==> config.mk <==
export PLATFORM = sky130hd
export DESIGN_NAME = usb_autodetect_flat
export DESIGN_NICKNAME = d
export VERILOG_FILES = /design/src/rtl/usb_autodetect_if.sv /design/src/rtl/usb_autodetect.sv /design/src/flat_wrapper.sv
export SDC_FILE = /design/constraint.sdc
export NUM_CORES = 1
export LEC_CHECK = 0
export CAP_MARGIN = 20
export CORE_UTILIZATION = 58
export CTS_CLUSTER_SIZE = 20
export DETAILED_ROUTE_END_ITERATION = 12
export GPL_TIMING_DRIVEN = 0
export PLACE_DENSITY = 0.87
export REMOVE_ABC_BUFFERS = 1
export SLEW_MARGIN = 20
export SYNTH_ARGS = -nofsm -noshare
export SYNTH_HDL_FRONTEND = slang
export SYNTH_SLANG_ARGS = --single-unit
==> constraint.sdc <==
create_clock -name fe_clk -period 6 [get_ports fe_clk]
set_clock_uncertainty 0.2 [all_clocks]
set_input_delay 1.8 -clock fe_clk [delete_from_list [all_inputs] [get_ports fe_clk]]
set_output_delay 1.8 -clock fe_clk [all_outputs]
set_load 0.03 [all_outputs]
==> src/rtl/usb_autodetect_if.sv <==
// Bundle of the register-block-facing inputs and PHY-facing outputs of the
// USB speed auto-detector; master drives the inputs, slave is the detector.
interface usb_autodetect_if #(
  parameter int pCOUNTER_WIDTH = 24
);
  logic                      I_restart;
  logic [pCOUNTER_WIDTH-1:0] I_wait1;
  logic [pCOUNTER_WIDTH-1:0] I_wait2;
  logic [1:0]                I_xcvrsel_auto;
  logic                      I_termsel_auto;
  logic [1:0]                I_linestate;
  logic [1:0]                O_xcvrsel;
  logic                      O_termsel;
  logic [1:0]                O_speed;
  logic                      O_busy;
  logic                      O_done;

  modport master (
    output I_restart, I_wait1, I_wait2, I_xcvrsel_auto, I_termsel_auto, I_linestate,
    input  O_xcvrsel, O_termsel, O_speed, O_busy, O_done
  );

  modport slave (
    input  I_restart, I_wait1, I_wait2, I_xcvrsel_auto, I_termsel_auto, I_linestate,
    output O_xcvrsel, O_termsel, O_speed, O_busy, O_done
  );
endinterface

==> src/rtl/usb_autodetect.sv <==
// USB bus speed detector: settles the PHY with auto selects, watches LINESTATE for
// an observation window, then reports LS/FS/HS and drives matching PHY selects.
module usb_autodetect #(
  parameter int pCOUNTER_WIDTH = 24,
  parameter int pCHIRP_PAIRS   = 3,
  parameter int pIDLE_MIN      = 16
) (
  input  logic         fe_clk,
  input  logic         reset_n,
  usb_autodetect_if.slave bus
);
  localparam int RW = $clog2(pIDLE_MIN + 1);
  localparam int KW = $clog2(pCHIRP_PAIRS + 1);
  localparam logic [RW-1:0] IDLE_MIN_C = RW'(pIDLE_MIN);
  localparam logic [KW-1:0] PAIRS_C    = KW'(pCHIRP_PAIRS);
  localparam logic [1:0] LS_J = 2'b01;
  localparam logic [1:0] LS_K = 2'b10;
  localparam logic [1:0] SPD_NONE = 2'b00;
  localparam logic [1:0] SPD_FS   = 2'b01;
  localparam logic [1:0] SPD_HS   = 2'b10;
  localparam logic [1:0] SPD_LS   = 2'b11;

  typedef enum logic [1:0] {ST_IDLE, ST_SETTLE, ST_OBSERVE, ST_DONE} state_t;

  state_t                    state_q, state_d;
  logic [pCOUNTER_WIDTH-1:0] cnt_q, cnt_d;
  logic [pCOUNTER_WIDTH-1:0] wait1_q, wait1_d;
  logic [pCOUNTER_WIDTH-1:0] wait2_q, wait2_d;
  logic [1:0]                xa_q, xa_d;
  logic                      ta_q, ta_d;
  logic [1:0]                ls_q, ls_d;
  logic [1:0]                ls_prev_q, ls_prev_d;
  logic [RW-1:0]             run_q, run_d, run_nx;
  logic [KW-1:0]             kj_q, kj_d, kj_nx;
  logic                      fs_seen_q, fs_seen_d;
  logic                      ls_seen_q, ls_seen_d;
  logic [1:0]                speed_q, speed_d;
  logic [1:0]                xcvrsel_q, xcvrsel_d;
  logic                      termsel_q, termsel_d;
  logic                      busy_q, busy_d;
  logic                      done_q, done_d;

  always_ff @(posedge fe_clk or negedge reset_n) begin
    if (!reset_n) begin
      state_q   <= ST_IDLE;
      cnt_q     <= '0;
      wait1_q   <= '0;
      wait2_q   <= '0;
      xa_q      <= 2'b01;
      ta_q      <= 1'b1;
      ls_q      <= 2'b00;
      ls_prev_q <= 2'b00;
      run_q     <= '0;
      kj_q      <= '0;
      fs_seen_q <= 1'b0;
      ls_seen_q <= 1'b0;
      speed_q   <= SPD_NONE;
      xcvrsel_q <= 2'b01;
      termsel_q <= 1'b1;
      busy_q    <= 1'b0;
      done_q    <= 1'b0;
    end else begin
      state_q   <= state_d;
      cnt_q     <= cnt_d;
      wait1_q   <= wait1_d;
      wait2_q   <= wait2_d;
      xa_q      <= xa_d;
      ta_q      <= ta_d;
      ls_q      <= ls_d;
      ls_prev_q <= ls_prev_d;
      run_q     <= run_d;
      kj_q      <= kj_d;
      fs_seen_q <= fs_seen_d;
      ls_seen_q <= ls_seen_d;
      speed_q   <= speed_d;
      xcvrsel_q <= xcvrsel_d;
      termsel_q <= termsel_d;
      busy_q    <= busy_d;
      done_q    <= done_d;
    end
  end

  always_comb begin
    state_d   = state_q;
    cnt_d     = cnt_q;
    wait1_d   = wait1_q;
    wait2_d   = wait2_q;
    xa_d      = xa_q;
    ta_d      = ta_q;
    ls_d      = bus.I_linestate;
    ls_prev_d = ls_q;
    run_d     = run_q;
    kj_d      = kj_q;
    fs_seen_d = fs_seen_q;
    ls_seen_d = ls_seen_q;
    speed_d   = speed_q;
    xcvrsel_d = xcvrsel_q;
    termsel_d = termsel_q;

    // Run length of the current linestate, and K->J chirp edge count, both saturating.
    run_nx = (ls_q == ls_prev_q) ? ((run_q == IDLE_MIN_C) ? run_q : run_q + 1'b1)
                                 : {{(RW-1){1'b0}}, 1'b1};
    kj_nx  = (ls_prev_q == LS_K && ls_q == LS_J && kj_q != PAIRS_C) ? kj_q + 1'b1 : kj_q;

    case (state_q)
      ST_SETTLE: begin
        if (wait1_q == '0 || cnt_q == wait1_q - 1'b1) begin
          state_d = ST_OBSERVE;
          cnt_d   = '0;
        end else begin
          cnt_d = cnt_q + 1'b1;
        end
      end
      ST_OBSERVE: begin
        cnt_d     = cnt_q + 1'b1;
        run_d     = run_nx;
        kj_d      = kj_nx;
        fs_seen_d = fs_seen_q | (run_nx == IDLE_MIN_C && ls_q == LS_J);
        ls_seen_d = ls_seen_q | (run_nx == IDLE_MIN_C && ls_q == LS_K && kj_q == '0);
        if (kj_nx == PAIRS_C) begin
          state_d = ST_DONE;
          speed_d = SPD_HS;
        end else if (wait2_q == '0 || cnt_q == wait2_q - 1'b1) begin
          state_d = ST_DONE;
          speed_d = ls_seen_d ? SPD_LS : (fs_seen_d ? SPD_FS : SPD_NONE);
        end
      end
      default: ;
    endcase

    // A restart overrides whatever the current state decided, including a window end.
    if (bus.I_restart) begin
      state_d   = ST_SETTLE;
      cnt_d     = '0;
      run_d     = '0;
      kj_d      = '0;
      fs_seen_d = 1'b0;
      ls_seen_d = 1'b0;
      speed_d   = SPD_NONE;
      wait1_d   = bus.I_wait1;
      wait2_d   = bus.I_wait2;
      xa_d      = bus.I_xcvrsel_auto;
      ta_d      = bus.I_termsel_auto;
    end

    busy_d = (state_d == ST_SETTLE) || (state_d == ST_OBSERVE);
    done_d = (state_d == ST_DONE);
    if (busy_d) begin
      xcvrsel_d = xa_d;
      termsel_d = ta_d;
    end else if (done_d) begin
      case (speed_d)
        SPD_HS:  begin xcvrsel_d = 2'b00; termsel_d = 1'b0; end
        SPD_FS:  begin xcvrsel_d = 2'b01; termsel_d = 1'b1; end
        SPD_LS:  begin xcvrsel_d = 2'b10; termsel_d = 1'b1; end
        default: begin xcvrsel_d = xa_d;  termsel_d = ta_d; end
      endcase
    end
  end

  assign bus.O_xcvrsel = xcvrsel_q;
  assign bus.O_termsel = termsel_q;
  assign bus.O_speed   = speed_q;
  assign bus.O_busy    = busy_q;
  assign bus.O_done    = done_q;
endmodule

==> src/flat_wrapper.sv <==
// flat-port wrapper written by rule: the top's interface ports become plain ports
module usb_autodetect_flat 
#(
  parameter int pCOUNTER_WIDTH = 24,
  parameter int pCHIRP_PAIRS   = 3,
  parameter int pIDLE_MIN      = 16
)
  (fe_clk, reset_n, bus_I_restart, bus_I_wait1, bus_I_wait2, bus_I_xcvrsel_auto, bus_I_termsel_auto, bus_I_linestate, bus_O_xcvrsel, bus_O_termsel, bus_O_speed, bus_O_busy, bus_O_done);
  usb_autodetect_if #(.pCOUNTER_WIDTH(pCOUNTER_WIDTH)) bus_i ();
  input  logic fe_clk;
  input  logic reset_n;
  input wire logic [$bits(bus_i.I_restart)-1:0] bus_I_restart;
  input wire logic [$bits(bus_i.I_wait1)-1:0] bus_I_wait1;
  input wire logic [$bits(bus_i.I_wait2)-1:0] bus_I_wait2;
  input wire logic [$bits(bus_i.I_xcvrsel_auto)-1:0] bus_I_xcvrsel_auto;
  input wire logic [$bits(bus_i.I_termsel_auto)-1:0] bus_I_termsel_auto;
  input wire logic [$bits(bus_i.I_linestate)-1:0] bus_I_linestate;
  output wire logic [$bits(bus_i.O_xcvrsel)-1:0] bus_O_xcvrsel;
  output wire logic [$bits(bus_i.O_termsel)-1:0] bus_O_termsel;
  output wire logic [$bits(bus_i.O_speed)-1:0] bus_O_speed;
  output wire logic [$bits(bus_i.O_busy)-1:0] bus_O_busy;
  output wire logic [$bits(bus_i.O_done)-1:0] bus_O_done;
  assign bus_i.I_restart = bus_I_restart;
  assign bus_i.I_wait1 = bus_I_wait1;
  assign bus_i.I_wait2 = bus_I_wait2;
  assign bus_i.I_xcvrsel_auto = bus_I_xcvrsel_auto;
  assign bus_i.I_termsel_auto = bus_I_termsel_auto;
  assign bus_i.I_linestate = bus_I_linestate;
  assign bus_O_xcvrsel = bus_i.O_xcvrsel;
  assign bus_O_termsel = bus_i.O_termsel;
  assign bus_O_speed = bus_i.O_speed;
  assign bus_O_busy = bus_i.O_busy;
  assign bus_O_done = bus_i.O_done;
  usb_autodetect #(.pCOUNTER_WIDTH(pCOUNTER_WIDTH), .pCHIRP_PAIRS(pCHIRP_PAIRS), .pIDLE_MIN(pIDLE_MIN)) u_core (.fe_clk(fe_clk), .reset_n(reset_n), .bus(bus_i));
endmodule
=== Word level (Yosys, flattened, before mapping) ===
Cells that the tools add are included.

* Add/subtract/negate cells: 5
* Multiply operators: 0
* Divide/modulo/power cells: 0
* Magnitude comparators: 0
* Equality and inequality tests: 18
* Shift-type cells: 0
* Multiplexer cells: 33
* Bitwise logic cells: 2
* Reduce and logical (&&, ||, !) cells: 15

{| class="wikitable"
|+ Operator list
! operator !! number
|-
| 24-bit equality test || 2
|-
| 24-bit zero test || 2
|-
| 24-bit two-way mux || 2
|-
| 24-bit case mux with 2 select lines || 1
|-
| 24-bit by 1-bit subtractor with 24-bit output, second input constant || 2
|-
| 2-bit two-way mux || 15
|-
| 24-bit by 1-bit adder with 24-bit output, second input constant || 1
|-
| 5-bit two-way mux || 4
|-
| 2-bit equality test, second input constant || 8
|-
| 5-bit equality test, second input constant || 2
|-
| 2-bit by 1-bit equality test with 1-bit output, second input constant || 4
|-
| 1-bit two-way mux || 8
|-
| 2-bit case mux with 3 select lines || 1
|-
| 5-bit by 1-bit adder with 5-bit output, second input constant || 1
|-
| 1-bit logical AND || 5
|-
| 2-bit case mux with 2 select lines || 1
|-
| 2-bit nonzero test || 2
|-
| 1-bit logical OR || 3
|-
| 3-bit nonzero test || 1
|-
| 2-bit by 1-bit adder with 2-bit output, second input constant || 1
|-
| 2-bit equality test || 1
|-
| 2-bit zero test || 1
|-
| 2-bit inequality test, second input constant || 1
|-
| 1-bit OR || 2
|-
| other kinds (2) || 2
|}

* Register bits: 97
* Bits in latches: 0
* Memory bits (writable): 0
* ROM bits: 0
* Bits of input ports: 56
* Output and inout port bits: 7
* Logic and storage cells: 90
* Memories: 0

=== Logic depth before layout (Yosys ltp) ===
* Depth in word-level cells: 17
* Gate-level depth with buffers: 18
* Mapped depth without buffers: 17

=== Least setup slack after synthesis ===
Ideal clock, no wire load.

* Kind: register -> register
* Start: register u_core.wait2_q[0]
* End: register u_core.xcvrsel_q[0] (netlist: u_core.bus.O_xcvrsel[0])
* Library setup time: 0.079 ns
* Arrival time: 4.203 ns
* Required time: 5.721 ns
* Slack: 1.519 ns
* Cell stages (with the launch flop): 18
* Path buffers: 1
* Clock period less this slack: 4.481 ns
* Cell sequence: dfrtp_1 inv_1 ha_1 clkdlybuf4s50_2 nand3_4 or4b_4 a2111oi_4 o2111ai_2 nor4b_4 and2b_2 o21ai_0 nand2_1 and3b_1 ha_1 nor2_1 a21boi_0 o2bb2ai_1 o21ai_0

* Elaborated cells on any way between the ends: 23
* Those cells by class: add/sub: 1; eq/ne: 7; mux: 11; reduce/logical: 4

{| class="wikitable"
|+ RTL lines
! what !! line !! text
|-
| start: declaration || usb_autodetect.sv:28 || <nowiki>logic [pCOUNTER_WIDTH-1:0] wait2_q, wait2_d;</nowiki>
|-
| start signal: assignment || usb_autodetect.sv:66 || <nowiki>wait2_q <= wait2_d;</nowiki>
|-
| 24-bit by 1-bit subtractor with 24-bit output || usb_autodetect.sv:123 || <nowiki>end else if (wait2_q == '0 || cnt_q == wait2_q - 1'b1) begin</nowiki>
|-
| 24-bit equality test || usb_autodetect.sv:123 ||
|-
| 1-bit logical OR * || usb_autodetect.sv:123 ||
|-
| 2-bit two-way mux * || usb_autodetect.sv:123 ||
|-
| 2-bit two-way mux * || usb_autodetect.sv:120 || <nowiki>if (kj_nx == PAIRS_C) begin</nowiki>
|-
| 2-bit case mux with 2 select lines * || usb_autodetect.sv:105 || <nowiki>case (state_q)</nowiki>
|-
| 2-bit two-way mux * || usb_autodetect.sv:132 || <nowiki>if (bus.I_restart) begin</nowiki>
|-
| 2-bit by 1-bit equality test with 1-bit output or 2-bit equality test (tied branches) || usb_autodetect.sv:146 || <nowiki>busy_d = (state_d == ST_SETTLE) || (state_d == ST_OBSERVE);</nowiki>
|-
| 1-bit logical OR * || usb_autodetect.sv:146 ||
|-
| via u_core.busy_d || usb_autodetect.sv:40 || <nowiki>logic busy_q, busy_d;</nowiki>
|-
| 2-bit two-way mux or 2-bit nonzero test (tied branches) || - ||
|-
| end signal: assignment || usb_autodetect.sv:76 || <nowiki>xcvrsel_q <= xcvrsel_d;</nowiki>
|-
| end: declaration || usb_autodetect.sv:38 || <nowiki>logic [1:0] xcvrsel_q, xcvrsel_d;</nowiki>
|}

The timed path passes the listed nets; every way through them passes the cells marked *. The select of a mux whose other input is x is not followed.
A chain may end at the register's enable or synchronous reset.

=== Worst setup path in the final report ===
* Start: register u_core.wait2_q[2]
* End: register u_core.xcvrsel_q[0] (netlist: u_core.bus.O_xcvrsel[0])

The elaborated chain is that of the path after synthesis.

==> results.sh <==
export IMPL_status="completed"
export IMPL_initial_utilization_pct=60.54
export IMPL_setup_viol=0
export IMPL_cp_end_kind="register"
export IMPL_fin_crit_sh_pct=83.25
export IMPL_avgSynthCellArea_um2=9.398
export IMPL_drcViolationCount=0
export IMPL_whs_ns=0.2292
export IMPL_clkTransAtPathRegs_ns=0.09
export IMPL_first_global_vias=5153
export IMPL_postRouteAntennaNets=0
export IMPL_gr_total_overflow=0
export IMPL_yosys_warnings=0
export IMPL_post_cts_buffers=0
export IMPL_path_common_cell="o21ai_0"
export IMPL_cts_tree="built"
export IMPL_numCtsBuffers=9
export IMPL_cp_arrival_ns=5.10
export IMPL_stdcell_count=845
export IMPL_drt_total_wl_um=14650
export IMPL_cts_resized=0
export IMPL_rsz0062_at_grt="no"
export IMPL_hp_class="register to register"
export IMPL_drtPass1Iterations=5
export IMPL_grt_pass1_wl_um=24800
export IMPL_start_kind="register"
export IMPL_nFillCells=825
export IMPL_dp_cells=829
export IMPL_setup_tns_ns=0
export IMPL_max_cap_viol_count=0
export IMPL_min_period_ns=4.995
export IMPL_ios=63
export IMPL_num_rows=37
export IMPL_ys_ff_latch=97
export IMPL_grt_util_all_layers_pct=27.85
export IMPL_antenna_found_initial=0
export IMPL_final_nets=773
export IMPL_crit_chain="nor4_4, nand3_4, or4b_4, a2111oi_4, o2111ai_2, nor4b_4, and2b_2, o21ai_0, nand2_1, and3b_1, ha_1, nor2_1, a21boi_0, o2bb2ai_1, o21ai_0"
export IMPL_cpMaxStageDelayCell="nor4_4"
export IMPL_clock_path_buffers=2
export IMPL_post_route_util_pct=68.46
export IMPL_drive_gt1_share_pct=12.13
export IMPL_relSlewSlack_pct=32.11
export IMPL_synthFlopType="dfrtp_1"
export IMPL_syn_inst=671
export IMPL_max_freq_mhz=200.2
export IMPL_finalHoldViolCount=0
export IMPL_cts_hold_buf=0
export IMPL_cts_htree_levels=3
export IMPL_slew_viol_final=0
export IMPL_multi_input_area_um2=3566
export IMPL_place_congestion=0.9228
export IMPL_grt_max_degree=70
export IMPL_die_w_um=106.3
export IMPL_cp_required_ns=6.11
export IMPL_dp_hpwl_um=10700
export IMPL_vias=5456
export IMPL_power_density_nw_per_um2=202.4
export IMPL_synth_edf_count=0
export IMPL_diodes=0
export IMPL_yosysUniqueCellTypes=80
export IMPL_ys_async_sr_fraction_pct=100.0
export IMPL_clock_latency_ns=0.39
export IMPL_critPathMaxFanout=10
export IMPL_rr_worst_depth=15
export IMPL_p_leak_nw=2.801
export IMPL_area_growth_pct=13.08
export IMPL_crit_type="register to register"
export IMPL_total_power_w=0.001443
export IMPL_portBuffers=62
export IMPL_slowest_delay_ns=0.64
export IMPL_core_area_um2=10420
export IMPL_die_area_um2=11290
export IMPL_syn_area_um2=6306
export IMPL_fp_dieH_um=106.3
export IMPL_hold_path_cell_count=0
export IMPL_cts_sinks=97
export IMPL_seq_area_frac_synth_pct=38.57
export IMPL_cts_root_buf="clkbuf_8"
export IMPL_worst_slew_pin_slew_ns=1.011
export IMPL_via_per_inst=6.457
export IMPL_seqCellArea_um2=2432
export IMPL_peakVddDrop_mv=0.1407
export IMPL_routedWlPerCell_um=17.34
export IMPL_drtIter0Drc=491
## sequential cells by signal, summed over array words and instances (netlist names)
register              flops
u_core.cnt_q             24
u_core.bus.O_xcvrsel      2
u_core.wait2_q           24
u_core.wait1_q           24
u_core.xa_q               2
u_core.ls_seen_q          1
u_core.ls_prev_d          2
u_core.fs_seen_q          1
u_core.bus.O_done         1
u_core.bus.O_speed        2
u_core.ls_prev_q          2
u_core.bus.O_busy         1
u_core.kj_q               2
u_core.ta_q               1
u_core.state_q            2
u_core.run_q              5
u_core.bus.O_termsel      1
## metal layers
layer	global-route usage [%]	share of wire, %	wire [um]
met1	37.14	44	6394
met2	43.32	47	6900
met3	4.353	5.9	865
met4	15.67	3.4	491
met5	0	0	0
## path summary, 6_finish.rpt
path	from	end	slack [ns]
min in group asynchronous	reset_n	u_core.wait2_q[9]	1.11
setup / recovery	u_core.wait2_q[2]	u_core.bus.O_xcvrsel[0]	1.01
hold / removal	u_core.ls_prev_d[0]	u_core.ls_prev_q[0]	0.23
hold reg to reg	u_core.ls_prev_d[0]	u_core.ls_prev_q[0]	0.23
setup reg to reg	u_core.wait2_q[2]	u_core.bus.O_xcvrsel[0]	1.01
max in group asynchronous	reset_n	u_core.wait1_q[2]	3.90
## layout make-up
| cell class | instances | area share, % |
|---|---|---|
| clock inverter | 2 | 0.1930 |
| multi-input combinational | 505 | 50.01 |
| clock buffer | 14 | 2.421 |
| inverter | 27 | 1.421 |
| tap | 136 | 2.386 |
| sequential | 97 | 34.11 |
| timing repair buffer | 64 | 9.458 |
## cell usage in the layout, fill, tap and decap left out, types with 9 or more instances in the layout
cell,n
xor2_1,28
o21ai_0,33
dfrtp_1,93
nor3_1,29
nor2_1,39
o31ai_1,9
or4_1,9
and3_1,16
nor4_1,13
nand2_1,40
a31oi_1,22
inv_1,27
nand3_1,29
mux2_2,42
ha_1,13
nand4_1,12
clkbuf_8,12
xnor2_1,33
or3_1,18
a21oi_1,25
clkdlybuf4s50_1,60
## Yosys cell counts, types with 12 or more instances
cell / n / area share (%)
mux2_2: 42 / 7.5
nand4_1: 12 / 1.2
ha_1: 13 / 2.6
nand2_1: 40 / 2.4
clkbuf_1: 27 / 1.6
nor3_1: 29 / 2.3
xnor2_1: 33 / 4.6
o21ai_0: 33 / 2.6
or3_1: 18 / 1.8
a21oi_1: 25 / 2.0
nor4_1: 13 / 1.3
a31oi_1: 22 / 2.2
dfrtp_1: 93 / 37
and3_1: 16 / 1.6
xor2_1: 28 / 3.9
nor2_1: 39 / 2.3
nand3_1: 29 / 2.3
inv_1: 27 / 1.6
## power breakdown
part / internal, W / switching [W] / leakage [nW]
registers: 0.000697 / 0.0000741 / 1.21
clock network: 0.000185 / 0.000229 / 0.0967
logic: 0.000132 / 0.000125 / 1.50
total: 0.00101 / 0.000428 / 2.80
## stage by stage
stage	instance area (um^2)	worst slack [ns]
2_1_floorplan	6098	1.700
3_3_place_gp	6889	-0.4872
3_5_place_dp	6943	1.083
4_1_cts	7129	1.030
5_1_grt	7131	0.6483
6_report	7131	1.005
## critical path: cells and delay by family (launching register included)
family / cells / cell delay [ns]
compound gates: 6 / 1.40
fa+ha+maj: 1 / 0.35
flops: 1 / 0.49
simple gates: 8 / 2.46
## kinds of logic (layout without fill, tap and decap cells)
logic type               after synthesis  after routing  share of synthesized area (%)
AO/OA/AOI/OAI                        144            144                          15.73
flip-flops                            97             97                          38.57
multiplexers                          44             44                          7.817
XOR/XNOR                              61             61                          8.472
adder cells (fa/ha/maj)               13             13                          2.579
buffers and inverters                 69            107                          4.901
AND/OR/NAND/NOR                      243            243                          21.92
Power figures use the tool's default switching activity.
